===== src/rtl/sw_debounce_pkg.sv =====
// Shared definitions for the switch debouncer: per-bit state encoding and
// the default settle time (10 ms at 100 MHz).
package sw_debounce_pkg;

    // Per-bit debounce state.
    typedef enum logic {
        STABLE   = 1'b0,
        SETTLING = 1'b1
    } db_state_t;

    // Default number of consecutive stable cycles before a level is accepted.
    localparam int DEFAULT_DEBOUNCE_CYCLES = 1000000;

    // Width of the settle counter; it only ever counts 0 .. cycles-1.
    function automatic int db_cnt_width(input int cycles);
        return (cycles < 2) ? 1 : $clog2(cycles);
    endfunction

endpackage


===== src/rtl/sw_debounce_bit.sv =====
// One switch channel: two-flop synchronizer, settle counter and the
// STABLE/SETTLING state machine that owns the clean output level.
// 'update' is high in the cycle before the clean level flips, so the
// parent can register a strobe that lines up with the new value.
module debounce_bit
    import sw_debounce_pkg::*;
#(
    parameter int DEBOUNCE_CYCLES = DEFAULT_DEBOUNCE_CYCLES
) (
    input  logic clk,
    input  logic rst_n,
    input  logic sw_async,
    output logic sw_clean,
    output logic update
);

    localparam int CW = db_cnt_width(DEBOUNCE_CYCLES);
    localparam logic [CW-1:0] CNT_LAST = CW'(DEBOUNCE_CYCLES - 1);

    logic [1:0]    sync_reg;
    logic          sync_bit;
    db_state_t     state_reg;
    logic [CW-1:0] cnt_reg;
    logic          clean_reg;
    logic          differs;

    // Two-flop synchronizer: the raw switch is touched nowhere else.
    always_ff @(posedge clk or negedge rst_n) begin
        if (!rst_n) begin
            sync_reg <= 2'b00;
        end else begin
            sync_reg <= {sync_reg[0], sw_async};
        end
    end

    assign sync_bit = sync_reg[1];
    assign differs  = (sync_bit != clean_reg);

    // Final settle cycle: the new level has held long enough to be accepted.
    assign update = (state_reg == SETTLING) && differs && (cnt_reg == CNT_LAST);

    // Debounce FSM; the counter is cleared on every exit from SETTLING so it
    // can never run past CNT_LAST.
    always_ff @(posedge clk or negedge rst_n) begin
        if (!rst_n) begin
            state_reg <= STABLE;
            cnt_reg   <= '0;
            clean_reg <= 1'b0;
        end else begin
            case (state_reg)
                STABLE: begin
                    cnt_reg <= '0;
                    if (differs) begin
                        state_reg <= SETTLING;
                    end
                end
                SETTLING: begin
                    if (!differs) begin
                        // Bounced back before settling: discard the attempt.
                        state_reg <= STABLE;
                        cnt_reg   <= '0;
                    end else if (update) begin
                        clean_reg <= sync_bit;
                        state_reg <= STABLE;
                        cnt_reg   <= '0;
                    end else begin
                        cnt_reg <= cnt_reg + CW'(1);
                    end
                end
                default: begin
                    state_reg <= STABLE;
                    cnt_reg   <= '0;
                end
            endcase
        end
    end

    assign sw_clean = clean_reg;

endmodule


===== src/rtl/sw_debounce.sv =====
// Debounced, synchronized board switches feeding the 2-bit adder operands
// (SW[0]=a0, SW[1]=a1, SW[2]=b0, SW[3]=b1 at the default width).
// Optional feature macro: SW_DEBOUNCE_STROBE_EN -- when defined, SW_CHANGED
// is a one-cycle registered pulse aligned with any SW_CLEAN update; when
// undefined, SW_CHANGED is tied low and no strobe logic exists.
// DEBOUNCE_CYCLES must be at least 2.
module sw_debounce
    import sw_debounce_pkg::*;
#(
    parameter int WIDTH           = 4,
    parameter int DEBOUNCE_CYCLES = DEFAULT_DEBOUNCE_CYCLES
) (
    input  logic             CLK100MHZ,
    input  logic             CPU_RESETN,
    input  logic [WIDTH-1:0] SW,
    output logic [WIDTH-1:0] SW_CLEAN,
    output logic             SW_CHANGED
);

    logic [WIDTH-1:0] update_bits;

    // One fully independent debounce channel per switch.
    generate
        for (genvar gi = 0; gi < WIDTH; gi++) begin : g_bit
            debounce_bit #(
                .DEBOUNCE_CYCLES(DEBOUNCE_CYCLES)
            ) u_bit (
                .clk      (CLK100MHZ),
                .rst_n    (CPU_RESETN),
                .sw_async (SW[gi]),
                .sw_clean (SW_CLEAN[gi]),
                .update   (update_bits[gi])
            );
        end
    endgenerate

`ifdef SW_DEBOUNCE_STROBE_EN
    logic changed_reg;

    // Single pulse whenever one or more channels accept a new level together.
    always_ff @(posedge CLK100MHZ or negedge CPU_RESETN) begin
        if (!CPU_RESETN) begin
            changed_reg <= 1'b0;
        end else begin
            changed_reg <= |update_bits;
        end
    end

    assign SW_CHANGED = changed_reg;
`else
    logic unused_update;

    assign unused_update = |update_bits;
    assign SW_CHANGED    = 1'b0;
`endif

endmodule


===== config.mk =====
export PLATFORM = sky130hd
export DESIGN_NAME = sw_debounce
export DESIGN_NICKNAME = d
export VERILOG_FILES = /design/src/rtl/sw_debounce_pkg.sv /design/src/rtl/sw_debounce_bit.sv /design/src/rtl/sw_debounce.sv
export SDC_FILE = /design/constraint.sdc
export NUM_CORES = 1
export LEC_CHECK = 0
export BUFFER_PORTS_ARGS = -buffer_cell sky130_fd_sc_hd__clkbuf_2
export CAP_MARGIN = 20
export CORE_MARGIN = 3
export CORE_UTILIZATION = 45
export CTS_CLUSTER_SIZE = 16
export DETAILED_ROUTE_END_ITERATION = 10
export PLACE_DENSITY_LB_ADDON = 0.08
export SYNTH_ARGS = -nofsm -noshare
export SYNTH_HDL_FRONTEND = slang
export SYNTH_SLANG_ARGS = --single-unit

===== constraint.sdc =====
create_clock -name CLK100MHZ -period 3.3 [get_ports CLK100MHZ]
set_clock_uncertainty 0.05 [all_clocks]
set_input_delay 0.33 -clock CLK100MHZ [delete_from_list [all_inputs] [get_ports CLK100MHZ]]
set_output_delay 0.33 -clock CLK100MHZ [all_outputs]
set_load 0.005 [all_outputs]

Yosys cells after proc, flatten, opt, wreduce, memory -nomap -nowiden
Cells that the tools add are included.
- flip-flop bits (word level): 96
- word-level logic and storage cells: 72
- bits of input ports: 6
- output and inout bits: 5
- equality and inequality tests: 8
- add/subtract/negate cells: 4
- multiplexer cells: 28
- reductions and logical operators: 12
- bitwise operators: 4
- operators by type and width (operator ; number):
    $mux W20 ; 8
    $pmux W20 S2 ; 4
    $add A20 B1 Y20 const B ; 4
    $eq A20 B20 Y1 const B ; 4
    $mux W1 ; 12
    $reduce_and A3 Y1 ; 4
    $logic_and A1 B1 Y1 ; 8
    $pmux W1 S2 ; 4
    $ne A1 B1 Y1 ; 4
    $not A1 Y1 ; 4

Longest topological paths before layout
Gate-level depths: netlist of run 1.
- depth in word-level cells: 6
- mapped depth: 6
- mapped depth without buffers: 5

Modules after synthesis
From an unflattened synthesis of run 1, not the netlist that was laid out.
- cells, all modules: 454
- area, all modules: 4655.7 um^2
- by module, submodules not included (module ; sequential area each (um^2) ; instances ; cells each ; area an instance (um^2)):
    debounce_bit ; 600.6 ; 4 ; 113 ; 1161.1
    sw_debounce ; 0.0 ; 1 ; 2 ; 11.3

Least setup slack after synthesis of run 1
Ideal clock, no wire load.
- path kind: register to register
- start: reg g_bit[3].u_bit.cnt_reg[0]
- end: reg g_bit[3].u_bit.clean_reg
- data required time: 3.125 ns
- period minus slack after synthesis: 2.002 ns
- stages on the path, launching flop included: 6
- buffers on the path: 0
- arrival time: 1.826 ns
- slack: 1.298 ns
- setup time: 0.125 ns
- cell sequence: dfrtp_1 -> ha_1 -> nand2_1 -> or4_4 -> or3_4 -> mux2_4
- longest elaborated chain between the ends: 3
- RTL lines (element ; line ; RTL):
    start: declaration ; sw_debounce_bit.sv:23 ; logic [CW-1:0] cnt_reg;
    start signal: assignment ; sw_debounce_bit.sv:67 ; cnt_reg <= cnt_reg + CW'(1);
    $eq A20 B20 Y1 ; sw_debounce_bit.sv:40 ; assign update = (state_reg == SETTLING) && differs && (cnt_reg == CNT_LAST);
    $logic_and A1 B1 Y1 ; sw_debounce_bit.sv:40 ;
    $reduce_and A3 Y1 (no line) ; -- ;
    end signal: assignment ; sw_debounce_bit.sv:63 ; clean_reg <= sync_bit;
    end: declaration ; sw_debounce_bit.sv:24 ; logic clean_reg;
Every way passes these cells.
A chain may end at the register's enable or synchronous reset.

Final worst setup path of run 1
Same ends and word-level chain as after synthesis.

==> run summary, run 1 <==
Outcome: complete, no violations
Fill cell total of the finished layout: 946
Total nets after synthesis: 482
Number of antenna cells inserted: 0
Sink count of the clock tree: 96
Top-count cell post-synth: sky130_fd_sc_hd__dfrtp_1
Most area-consuming cells after synthesis: sky130_fd_sc_hd__dfrtp_1, sky130_fd_sc_hd__xnor2_1, sky130_fd_sc_hd__nor2_1, sky130_fd_sc_hd__xor2_1, sky130_fd_sc_hd__nand3_1
Initial antenna violation count: 0
Final setup viols: 0
Count of cells resized by post-cts repair: 0
Clock latency on the worst-skew pair: 370 ps
CTS root buf: sky130_fd_sc_hd__clkbuf_8
Final Hold Slack: 39.7 ps
Number of CTS-inserted buffers: 9
Total negative slack: 0 ps
Achievable frequency: 0.469 GHz
Total via count after detailed routing: 3310
Register-to-Register Path Depth: 5
Count of flip-flops with a built-in enable after synthesis: 0
Share of synthesized area spent on multiplexers: 1.05%
Post-Synthesis Cell Area: 4650 um2
Sum of net half-perimeters after detailed placement: 5600 um
Final max-slew violation count: 0
Compound-cell area share of the yosys netlist: 6.38%
CP Data Arrival Time: 2330 ps
# Post-CTS Setup Buffers: 0
Cell types with the highest counts after synthesis: sky130_fd_sc_hd__dfrtp_1, sky130_fd_sc_hd__nor2_1, sky130_fd_sc_hd__xnor2_1
WP data required: 3500 ps
Clock tree from TritonCTS: done
Element type at the critical path end: flip-flop
Startpoint Class: flip-flop
Dominant combinational cell family by area after synthesis: simple AND/OR/NAND/NOR gates
Area delta synth->final: 7.94%
Count of state elements after synthesis: 96
Number of buffers on the longest clock path: 2
GR Util All Layers: 15.8%
Worst hold path class: in2reg
Area share of and/or/nand/nor cells after synthesis: 25.9%
Area share of the largest cell type after synthesis: 51.7%
Port Buffer Count: 9
Post-layout instance area: 5020 um2
R2R Path End: g_bit[3].u_bit.sw_clean$_DFFE_PN0P_
Number of flip-flops in the largest register: 80
Row Count: 36
Die footprint: 11600 um2
Final Wtd Congestion: 0.776
Distinct cell type count of the synthesized netlist: 44
Fraction of the mapped netlist area in adder cells: 1.08%
WS Path Type: reg2reg
Part of the Yosys area used for sequential elements: 51.7%
CP Launch Point: g_bit[3].u_bit.cnt_reg[0]$_DFF_PN0_
Vias in the first global route: 3239
Synthesized-area fraction occupied by xor and xnor cells: 9.98%
Post-route ant nets: 0
Worst rel slew slack: 55.4%
Post-detailed-route via-to-cell ratio: 5.36
Avg Synthesized Cell Area: 9.85 um2
Die outline height: 108 um
Start point of the worst hold path: SW[3]
Proportion of register bits with asynchronous set or reset after synthesis: 100%
Cell accounting for the most synthesized area: sky130_fd_sc_hd__dfrtp_1
P per Cell Area: 406 nW/um2
Total Wirelength: 8310 um
Proportion of layout cells with a drive suffix above 1: 9.50%
Number of ports placed on the die boundary: 11
First-pass GRT wire length: 14900 um
Hold Path End: g_bit[3].u_bit.sync_reg[0]$_DFF_PN0_
Largest fanout on the critical path: 5
Die X-Extent: 108 um
Worst-margin pin slew: 669 ps
Reg-to-reg startpoint: g_bit[3].u_bit.cnt_reg[0]$_DFF_PN0_
Clock Pin Slew Worst Setup and Hold Paths: 90 ps
Net count reported at finish: 490
DRT Pass-1 Iters: 6
H-tree depth reported by CTS: 3
Total overflow reported by the global router: 0
Worst supply voltage drop on vdd: 0.286 mV
Most frequently used flop master after synthesis: sky130_fd_sc_hd__dfrtp_1
# Max-Cap Violations: 0
Shortest period the worst path allows: 2130 ps
Remaining DRCs: 0
Routed length per instance: 13.5 um
Leak: 0.00191 uW
Setup repair after global routing missed its margin: false
Initial Utilization: 46.9%
Number of hold-slack violations in the final timing report: 0
Share of the clock period used by the worst path: 64.6%
Core Footprint: 9910 um2
DRC marker count from the first detailed-route iteration: 163
Placed cell areas: 4790 um2
Maximum number of pins on one net before global-route repair: 53
Flop2flop setup slack: 1170 ps
Cell count after synthesis: 472
Worst hold path depth: 1
Ys Warns: 0
through the flow:
| step | power (uW) | setup WS [ps] | std cells | utilization, % |
|---|---|---|---|---|
| 2_1_floorplan | 1250 | 1300 | 472 | - |
| 3_3_place_gp | 1280 | 1180 | 598 | 48.3 |
| 3_5_place_dp | 1280 | 1180 | 598 | 48.3 |
| 4_1_cts | 2070 | 1160 | 617 | 50.7 |
| 5_1_grt | 2130 | 1000 | 617 | 50.7 |
| 6_report | 2040 | 1170 | 617 | 50.7 |
cell usage in the layout, fill, tap and decap left out, types with 3 or more instances in the layout:
cell,netlist,final
sky130_fd_sc_hd__or2_2,5,5
sky130_fd_sc_hd__clkbuf_8,0,9
sky130_fd_sc_hd__o21ai_0,12,12
sky130_fd_sc_hd__nor4b_1,3,3
sky130_fd_sc_hd__dlygate4sd3_1,0,4
sky130_fd_sc_hd__o31ai_1,11,11
sky130_fd_sc_hd__xnor2_1,36,36
sky130_fd_sc_hd__dfrtp_1,96,96
sky130_fd_sc_hd__a21oi_1,23,23
sky130_fd_sc_hd__clkbuf_2,3,8
sky130_fd_sc_hd__buf_4,7,5
sky130_fd_sc_hd__ha_1,4,4
sky130_fd_sc_hd__or4_1,13,13
sky130_fd_sc_hd__nor3_1,13,13
sky130_fd_sc_hd__nand2_1,28,28
sky130_fd_sc_hd__and4_1,4,4
sky130_fd_sc_hd__nor2_1,64,64
sky130_fd_sc_hd__inv_1,19,19
sky130_fd_sc_hd__nand3_1,29,29
sky130_fd_sc_hd__or3_1,19,19
sky130_fd_sc_hd__nor4_1,15,15
sky130_fd_sc_hd__nand4_1,13,13
sky130_fd_sc_hd__xor2_1,17,17
sky130_fd_sc_hd__mux2_2,3,3
cell families after synthesis:
kind of cell | Yosys count
AOI/OAI and AO/OA | 51
adders and majority gates | 4
muxes | 4
buffers and inverters | 39
DFF | 96
and+or+nand+nor | 224
xor gates and xnor gates | 53
other | 1
power breakdown:
group,internal [uW],leakage [uW],switching [uW]
clock,352,0.0000961,426
combinational,16.3,0.000505,45.6
sequential,1190,0.00131,8.93
total,1560,0.00191,481
repair_timing:
item	in CTS	in global routing
hold endpoints to repair	53	0
hold buffers	4	0
endpoints found under the setup margin	0	0
critical path, cell delays in order, from the launching register on:
cell and delay (ps):
sky130_fd_sc_hd__dfrtp_1 410, sky130_fd_sc_hd__ha_1 260, sky130_fd_sc_hd__nand2_1 130, sky130_fd_sc_hd__or4_4 530
sky130_fd_sc_hd__or3_4 350, sky130_fd_sc_hd__mux2_4 300
final cells by class:
class	instances	area, um2	share of cell area [%]
clock buffer	9	124	2.47
clock inverter	6	68.8	1.37
timing repair buffer	17	118	2.34
sequential	96	2400	47.9
multi-input combinational	337	2070	41.2
tap	133	166	3.32
inverter	19	71.3	1.42
layer usage:
metal / wire length [um] / GRT usage [%] / vias up
met3: 199 / 3.84 / 13
met1: 4100 / 21.5 / 1596
met4: 148 / 5.41 / 0
met5: 0 / 0 / -
li1: - / - / 1667
met2: 3860 / 24.8 / 34
worst max path at each step:
stage / endpoint / slack, ps
finish: g_bit[3].u_bit.sw_clean$_DFFE_PN0P_ / 1170
global route: g_bit[2].u_bit.cnt_reg[7]$_DFF_PN0_ / 1000
CTS: g_bit[3].u_bit.sw_clean$_DFFE_PN0P_ / 1160
detailed placement: g_bit[3].u_bit.sw_clean$_DFFE_PN0P_ / 1180
global placement: g_bit[3].u_bit.sw_clean$_DFFE_PN0P_ / 1180
floorplan: g_bit[3].u_bit.sw_clean$_DFFE_PN0P_ / 1300
No activity file was read; power rests on OpenSTA's default activity.
==> run 2, diff against run 1 <==
==> constraint.sdc (replaced) <==
create_clock -name CLK100MHZ -period 1.95 [get_ports CLK100MHZ]
set_clock_uncertainty 0.05 [all_clocks]
set_input_delay 0.195 -clock CLK100MHZ [delete_from_list [all_inputs] [get_ports CLK100MHZ]]
set_output_delay 0.195 -clock CLK100MHZ [all_outputs]
set_load 0.005 [all_outputs]
==> run summary, run 2 (synthesized netlist as in run 1, its figures left out) <==
First-pass GRT wire length: 16100 um (was 14900 um)
Total via count after detailed routing: 3473 (was 3310)
Core Footprint: 9910 um2 (unchanged)
Sw Pwr: 772 uW (was 481 uW)
Share of power burned in registers: 56.9% (was 58.7%)
Logic pwr share: 4.0% (was 3.0%)
Total Wirelength: 9050 um (was 8310 um)
Vias in the first global route: 3534 (was 3239)
H-tree depth reported by CTS: 3 (unchanged)
Failing checks: setup timing
Fill cell total of the finished layout: 900 (was 946)
Initial Utilization: 46.9% (unchanged)
Die outline height: 108 um (unchanged)
Clock latency on the worst-skew pair: 370 ps (about the same)
Reg-to-reg startpoint: g_bit[3].u_bit.cnt_reg[6]$_DFF_PN0_ (was g_bit[3].u_bit.cnt_reg[0]$_DFF_PN0_)
Die X-Extent: 108 um (unchanged)
DRT Pass-1 Iters: 4 (was 6)
Worst Slack Setup Final: -0.982 ps (was 1170 ps)
Share of the clock period used by the worst path: 100% (was 64.6%)
Internal portion of total power: 2780 uW (was 1560 uW)
Register-to-Register Path Depth: 4 (was 5)
WS Path Type: reg2reg (unchanged)
Final Wtd Congestion: 0.763 (was 0.776)
Final setup viols: 1 (was 0)
CTS root buf: sky130_fd_sc_hd__clkbuf_8 (unchanged)
Clock tree from TritonCTS: done (unchanged)
Routed length per instance: 13.8 um (was 13.5 um)
R2R Path End: g_bit[3].u_bit.sw_clean$_DFFE_PN0P_ (unchanged)
Final max-slew violation count: 0 (unchanged)
Largest fanout on the critical path: 3 (was 5)
Post-route insts no fill: 655 (was 617)
Startpoint Class: flip-flop (unchanged)
Placed cells: 630 (was 598)
GR Util All Layers: 17.4% (was 15.8%)
WP data required: 2160 ps (was 3500 ps)
Share of power burned in the clock network: 39.1% (was 38.2%)
Sink count of the clock tree: 96 (unchanged)
Flop2flop setup slack: -1 ps (was 1170 ps)
Worst supply voltage drop on vdd: 0.627 mV (was 0.286 mV)
Initial antenna violation count: 0 (unchanged)
Number of CTS-inserted buffers: 9 (unchanged)
P per Cell Area: 654 nW/um2 (was 406 nW/um2)
Sum of net half-perimeters after detailed placement: 6250 um (was 5600 um)
Post-route ant nets: 0 (unchanged)
Proportion of layout cells with a drive suffix above 1: 18.8% (was 9.50%)
Most frequent cells in the layout: sky130_fd_sc_hd__dfrtp_1, sky130_fd_sc_hd__nor2_1, sky130_fd_sc_hd__buf_4 (was sky130_fd_sc_hd__dfrtp_1, sky130_fd_sc_hd__nor2_1, sky130_fd_sc_hd__xnor2_1)
Worst hold path class: in2async (was in2reg)
Area delta synth->final: 16.8% (was 7.94%)
Row Count: 36 (unchanged)
Number of buffers on the longest clock path: 2 (unchanged)
Number of ports placed on the die boundary: 11 (unchanged)
Number of flip-flops in the largest register: 80 (unchanged)
Die footprint: 11600 um2 (unchanged)
Maximum number of pins on one net before global-route repair: 44 (was 53)
Port Buffer Count: 9 (unchanged)
Share of total power consumed by net switching: 21.7% (was 23.6%)
Most frequent standard cell in the layout excluding fill and tap cells: sky130_fd_sc_hd__dfrtp_1 (unchanged)
Final Hold Slack: 221 ps (was 39.7 ps)
Clock Pin Slew Worst Setup and Hold Paths: 90 ps (about the same)
Setup repair after global routing missed its margin: true (was false)
Outcome: complete, but fails checks (was complete, no violations)
Total overflow reported by the global router: 0 (unchanged)
Achievable frequency: 0.513 GHz (was 0.469 GHz)
Post-detailed-route via-to-cell ratio: 5.30 (was 5.36)
Remaining DRCs: 0 (unchanged)
Shortest period the worst path allows: 1950 ps (was 2130 ps)
Element type at the critical path end: flip-flop (unchanged)
CP Data Arrival Time: 2160 ps (was 2330 ps)
Number of antenna cells inserted: 0 (unchanged)
Net count reported at finish: 527 (was 490)
# Max-Cap Violations: 0 (unchanged)
Number of hold-slack violations in the final timing report: 0 (unchanged)
Leak: 0.00212 uW (was 0.00191 uW)
DRC marker count from the first detailed-route iteration: 200 (was 163)
-- run 2: cell count changes in the layout (fill, tap and decap cells not counted), moves of 3 or more --
cell,before,now
sky130_fd_sc_hd__or3_1,19,14
sky130_fd_sc_hd__ha_1,4,1
sky130_fd_sc_hd__nor2_2,0,3
sky130_fd_sc_hd__buf_4,5,37
sky130_fd_sc_hd__or3_4,1,6
sky130_fd_sc_hd__nor2_1,64,61
-- run 2: worst max path at each step --
stage | endpoint | start | slack [ps] | cells after the start
after floorplan | g_bit[3].u_bit.sw_clean$_DFFE_PN0P_ | g_bit[3].u_bit.cnt_reg[0]$_DFF_PN0_ | 8 | 5
after global placement | g_bit[1].u_bit.cnt_reg[2]$_DFF_PN0_ | g_bit[1].u_bit.cnt_reg[7]$_DFF_PN0_ | 0.9 | 5
after detailed placement | g_bit[1].u_bit.cnt_reg[3]$_DFF_PN0_ | g_bit[1].u_bit.cnt_reg[7]$_DFF_PN0_ | -80 | 5
after CTS | g_bit[3].u_bit.sw_clean$_DFFE_PN0P_ | g_bit[3].u_bit.cnt_reg[0]$_DFF_PN0_ | 10 | 5
after global routing | g_bit[1].u_bit.cnt_reg[13]$_DFF_PN0_ | g_bit[1].u_bit.cnt_reg[7]$_DFF_PN0_ | -30 | 6
final | g_bit[3].u_bit.sw_clean$_DFFE_PN0P_ | g_bit[3].u_bit.cnt_reg[6]$_DFF_PN0_ | -1 | 4
-- run 2: what timing repair did --
| item | CTS | global route |
|---|---|---|
| gates resized for setup | 3 | 15 |
| setup endpoints to repair | 16 | 27 |
| cloned | 1 | 0 |
| pin swaps | 2 | 5 |
| hold endpoints to repair | 28 | 0 |
| setup buffers | 2 | 1 |
| hold buffers | 5 | 0 |
-- run 2: layout make-up --
cell class | instances | area [um2] | share of cell area, %
inverters | 19 | 71.3 | 1.31
clock inverters | 6 | 83.8 | 1.54
flip-flops and latches | 96 | 2400 | 44.2
well taps | 133 | 166 | 3.06
multi-input cells | 337 | 2150 | 39.5
clock buffers | 10 | 128 | 2.35
repair buffers | 54 | 434 | 7.99
-- run 2: per-stage QoR --
step	util [%]	setup WS, ps	total power, uW	setup TNS (ps)	area [um2]
2_1_floorplan	-	7.64	2110	0	4670
3_3_place_gp	51.2	0.939	2190	0	5080
3_5_place_dp	51.2	-81.2	2190	-982	5080
4_1_cts	54.2	11.8	3620	0	5370
5_1_grt	54.8	-31.1	3720	-397	5430
6_report	54.8	-0.982	3550	-0.982	5430
-- run 2: per-layer routing --
metal  track usage [%]  wire (um)  up-vias
li1                  -          -     1741
met1              21.9       4340     1684
met2              29.0       4340       37
met3              4.44        257       11
met4              6.04        114        0
met5                 0          0        -
-- run 2: critical path, stage by stage (launching register included) --
cell and delay, ps:
sky130_fd_sc_hd__dfrtp_1 400, sky130_fd_sc_hd__nand3b_1 180, sky130_fd_sc_hd__or4_4 520, sky130_fd_sc_hd__or3_4 400
sky130_fd_sc_hd__mux2_4 300
-- run 2: power groups by stage --
stage                     Combinational [uW]  Sequential, uW  Clock (uW)
after global placement                   131            2060           0
final                                    144            2020        1390
after detailed placement                 133            2060           0
after global routing                     166            2030        1530
after floorplan                         47.3            2060           0
after CTS                                146            2020        1460
==> run 3, diff against run 2 <==
--- a/config.mk
+++ b/config.mk
@@ -12,6 +12,7 @@
 export CTS_CLUSTER_SIZE = 16
 export DETAILED_ROUTE_END_ITERATION = 10
 export PLACE_DENSITY_LB_ADDON = 0.08
+export RECOVER_POWER = 25
 export SYNTH_ARGS = -nofsm -noshare
 export SYNTH_HDL_FRONTEND = slang
 export SYNTH_SLANG_ARGS = --single-unit
==> run summary, run 3 (synthesized netlist as in run 1, its figures left out) <==
Outcome: complete, but fails checks (unchanged)
Failing checks: setup timing (unchanged)
Die X-Extent: 108 um (unchanged)
Die outline height: 108 um (unchanged)
Element type at the critical path end: flip-flop (unchanged)
Share of power burned in registers: 56.9% (about the same)
Post-route ant nets: 0 (unchanged)
Reg-to-reg startpoint: g_bit[3].u_bit.cnt_reg[6]$_DFF_PN0_ (unchanged)
Hold Path End: g_bit[2].u_bit.sync_reg[1]$_DFF_PN0_
Startpoint Class: flip-flop (unchanged)
Max Used Layer: met4 (unchanged)
Placed cells: 630 (unchanged)
Sum of net half-perimeters after detailed placement: 6250 um (unchanged)
Most frequent standard cell in the layout excluding fill and tap cells: sky130_fd_sc_hd__dfrtp_1 (unchanged)
R2R Path End: g_bit[3].u_bit.sw_clean$_DFFE_PN0P_ (unchanged)
Detailed route wirelength on metal3: 262 um (was 257 um)
Final setup viols: 1 (unchanged)
Routed length per instance: 13.8 um (unchanged)
Worst rel slew slack: 54.3%
CP Launch Point: g_bit[3].u_bit.cnt_reg[6]$_DFF_PN0_ (unchanged)
Net count reported at finish: 527 (unchanged)
Row Count: 36 (unchanged)
Total chip power: 3550 uW (about the same)
Worst-margin pin slew: 685 ps
WS Path Type: reg2reg (unchanged)
Area delta synth->final: 16.7% (was 16.8%)
Number of CTS-inserted buffers: 9 (unchanged)
Shortest period the worst path allows: 1950 ps (about the same)
Proportion of layout cells with a drive suffix above 1: 18.4% (was 18.8%)
Share of total power consumed by net switching: 21.7% (about the same)
Initial Utilization: 46.9% (unchanged)
Number of hold-slack violations in the final timing report: 0 (unchanged)
Maximum number of pins on one net before global-route repair: 44 (unchanged)
Logic pwr share: 4.0% (about the same)
Number of ports placed on the die boundary: 11 (unchanged)
Most frequent cells in the layout: sky130_fd_sc_hd__dfrtp_1, sky130_fd_sc_hd__nor2_1, sky130_fd_sc_hd__xnor2_1 (was sky130_fd_sc_hd__dfrtp_1, sky130_fd_sc_hd__nor2_1, sky130_fd_sc_hd__buf_4)
Post-layout instance area: 5430 um2 (about the same)
Achievable frequency: 0.513 GHz (about the same)
Total via count after detailed routing: 3475 (was 3473)
# Max-Cap Violations: 0 (unchanged)
Worst hold path class: reg2reg (was in2async)
First-pass GRT wire length: 16100 um (unchanged)
Largest stage delay on the critical path: 520 ps (about the same)
Sink count of the clock tree: 96 (unchanged)
Placed cell areas: 5080 um2 (unchanged)
Total length of routed met2 wires: 4340 um (about the same)
Leak: 0.00211 uW (was 0.00212 uW)
Share of the clock period used by the worst path: 100% (about the same)
Worst Slack Setup Final: -1.01 ps (was -0.982 ps)
DRT Pass-1 Iters: 4 (unchanged)
Initial antenna violation count: 0 (unchanged)
Remaining DRCs: 0 (unchanged)
Final Wtd Congestion: 0.763 (unchanged)
Sw Pwr: 773 uW (was 772 uW)
Core Footprint: 9910 um2 (unchanged)
Total Wirelength: 9050 um (unchanged)
Met1 Wirelength: 4330 um (was 4340 um)
Clock tree from TritonCTS: done (unchanged)
WP data required: 2160 ps (about the same)
Series of cell instances along the critical path: nand3b_1 > or4_4 > or3_4 > mux2_4 (unchanged)
Start point of the worst hold path: g_bit[2].u_bit.sync_reg[0]$_DFF_PN0_
Setup repair after global routing missed its margin: true (unchanged)
Worst hold path depth: 0
Number of buffers on the longest clock path: 2 (unchanged)
Fill cell total of the finished layout: 899 (was 900)
Internal portion of total power: 2780 uW (about the same)
Total overflow reported by the global router: 0 (unchanged)
Number of flip-flops in the largest register: 80 (unchanged)
Vias in the first global route: 3534 (unchanged)
Post-detailed-route via-to-cell ratio: 5.31 (was 5.30)
GR Util All Layers: 17.4% (unchanged)
Port Buffer Count: 9 (unchanged)
Post-route insts no fill: 655 (unchanged)
Share of power burned in the clock network: 39.1% (about the same)
H-tree depth reported by CTS: 3 (unchanged)
Worst supply voltage drop on vdd: 0.627 mV (unchanged)
Clock latency on the worst-skew pair: 370 ps (about the same)
CTS root buf: sky130_fd_sc_hd__clkbuf_8 (unchanged)
Final max-slew violation count: 0 (unchanged)
Number of antenna cells inserted: 0 (unchanged)
CP max stage cell: sky130_fd_sc_hd__or4_4 (unchanged)
Register-to-Register Path Depth: 4 (unchanged)
P per Cell Area: 655 nW/um2 (was 654 nW/um2)
Flop2flop setup slack: -1 ps (about the same)
Die footprint: 11600 um2 (unchanged)
Clock Pin Slew Worst Setup and Hold Paths: 90 ps (about the same)
CP Data Arrival Time: 2160 ps (about the same)
Largest fanout on the critical path: 3 (unchanged)
Count of buffering cells on the critical path with inverters included: 0 (unchanged)
DRC marker count from the first detailed-route iteration: 194 (was 200)
Top cell family by delay on the critical path: simple AND/OR/NAND/NOR gates (unchanged)
==> run 3: what timing repair did <==
action | CTS | global route
hold buffers | 5 | 0
pin swaps | 2 | 5
resized for setup | 3 | 15
endpoints found under the setup margin | 16 | 27
cloned | 1 | 0
endpoints found under the hold margin | 28 | 0
setup buffers | 2 | 1
==> run 3: how the worst max path moves through the flow <==
stage | end | cells past startpoint
final | g_bit[3].u_bit.sw_clean$_DFFE_PN0P_ | 4
after global routing | g_bit[1].u_bit.cnt_reg[13]$_DFF_PN0_ | 6
after CTS | g_bit[3].u_bit.sw_clean$_DFFE_PN0P_ | 5
after detailed placement | g_bit[1].u_bit.cnt_reg[3]$_DFF_PN0_ | 5
after global placement | g_bit[1].u_bit.cnt_reg[2]$_DFF_PN0_ | 5
after floorplan | g_bit[3].u_bit.sw_clean$_DFFE_PN0P_ | 5
==> run 3: per-stage QoR <==
| step | util, % | hold slack, ps | setup slack [ps] | TNS (ps) |
|---|---|---|---|---|
| after floorplan | - | -151 | 7.64 | 0 |
| after global placement | 51.2 | 83.3 | 0.939 | 0 |
| after detailed placement | 51.2 | 86.0 | -81.2 | -982 |
| after CTS | 54.2 | 224 | 11.8 | 0 |
| after global routing | 54.8 | 315 | -31.1 | -397 |
| final | 54.8 | 302 | -1.01 | -1.01 |
==> run 3: final cells by class <==
cell class | instances | area (um2) | area share [%]
flip-flops and latches | 96 | 2400 | 44.3
inverters | 19 | 71.3 | 1.31
repair buffers | 54 | 427 | 7.86
clock inverters | 6 | 83.8 | 1.54
well taps | 133 | 166 | 3.07
multi-input cells | 337 | 2150 | 39.6
clock buffers | 10 | 128 | 2.35
==> run 3: power by group through the flow <==
stage / clock network (uW) / registers, uW / logic (uW)
2_1_floorplan: 0 / 2060 / 47.3
3_3_place_gp: 0 / 2060 / 131
3_5_place_dp: 0 / 2060 / 133
4_1_cts: 1460 / 2020 / 146
5_1_grt: 1530 / 2030 / 165
6_report: 1390 / 2020 / 142
==> run 3: per-layer routing <==
metal  global-route usage, %  vias to the layer above
met1                    21.9                     1683
met2                    29.0                       40
met5                       0                        -
met4                    6.04                        0
met3                    4.44                       11
li1                        -                     1741
==> run 3: worst reg2reg max path: stages (launching register included) <==
cell                       delay, ps
sky130_fd_sc_hd__dfrtp_1         400
sky130_fd_sc_hd__nand3b_1        180
sky130_fd_sc_hd__or4_4           520
sky130_fd_sc_hd__or3_4           400
sky130_fd_sc_hd__mux2_4          300
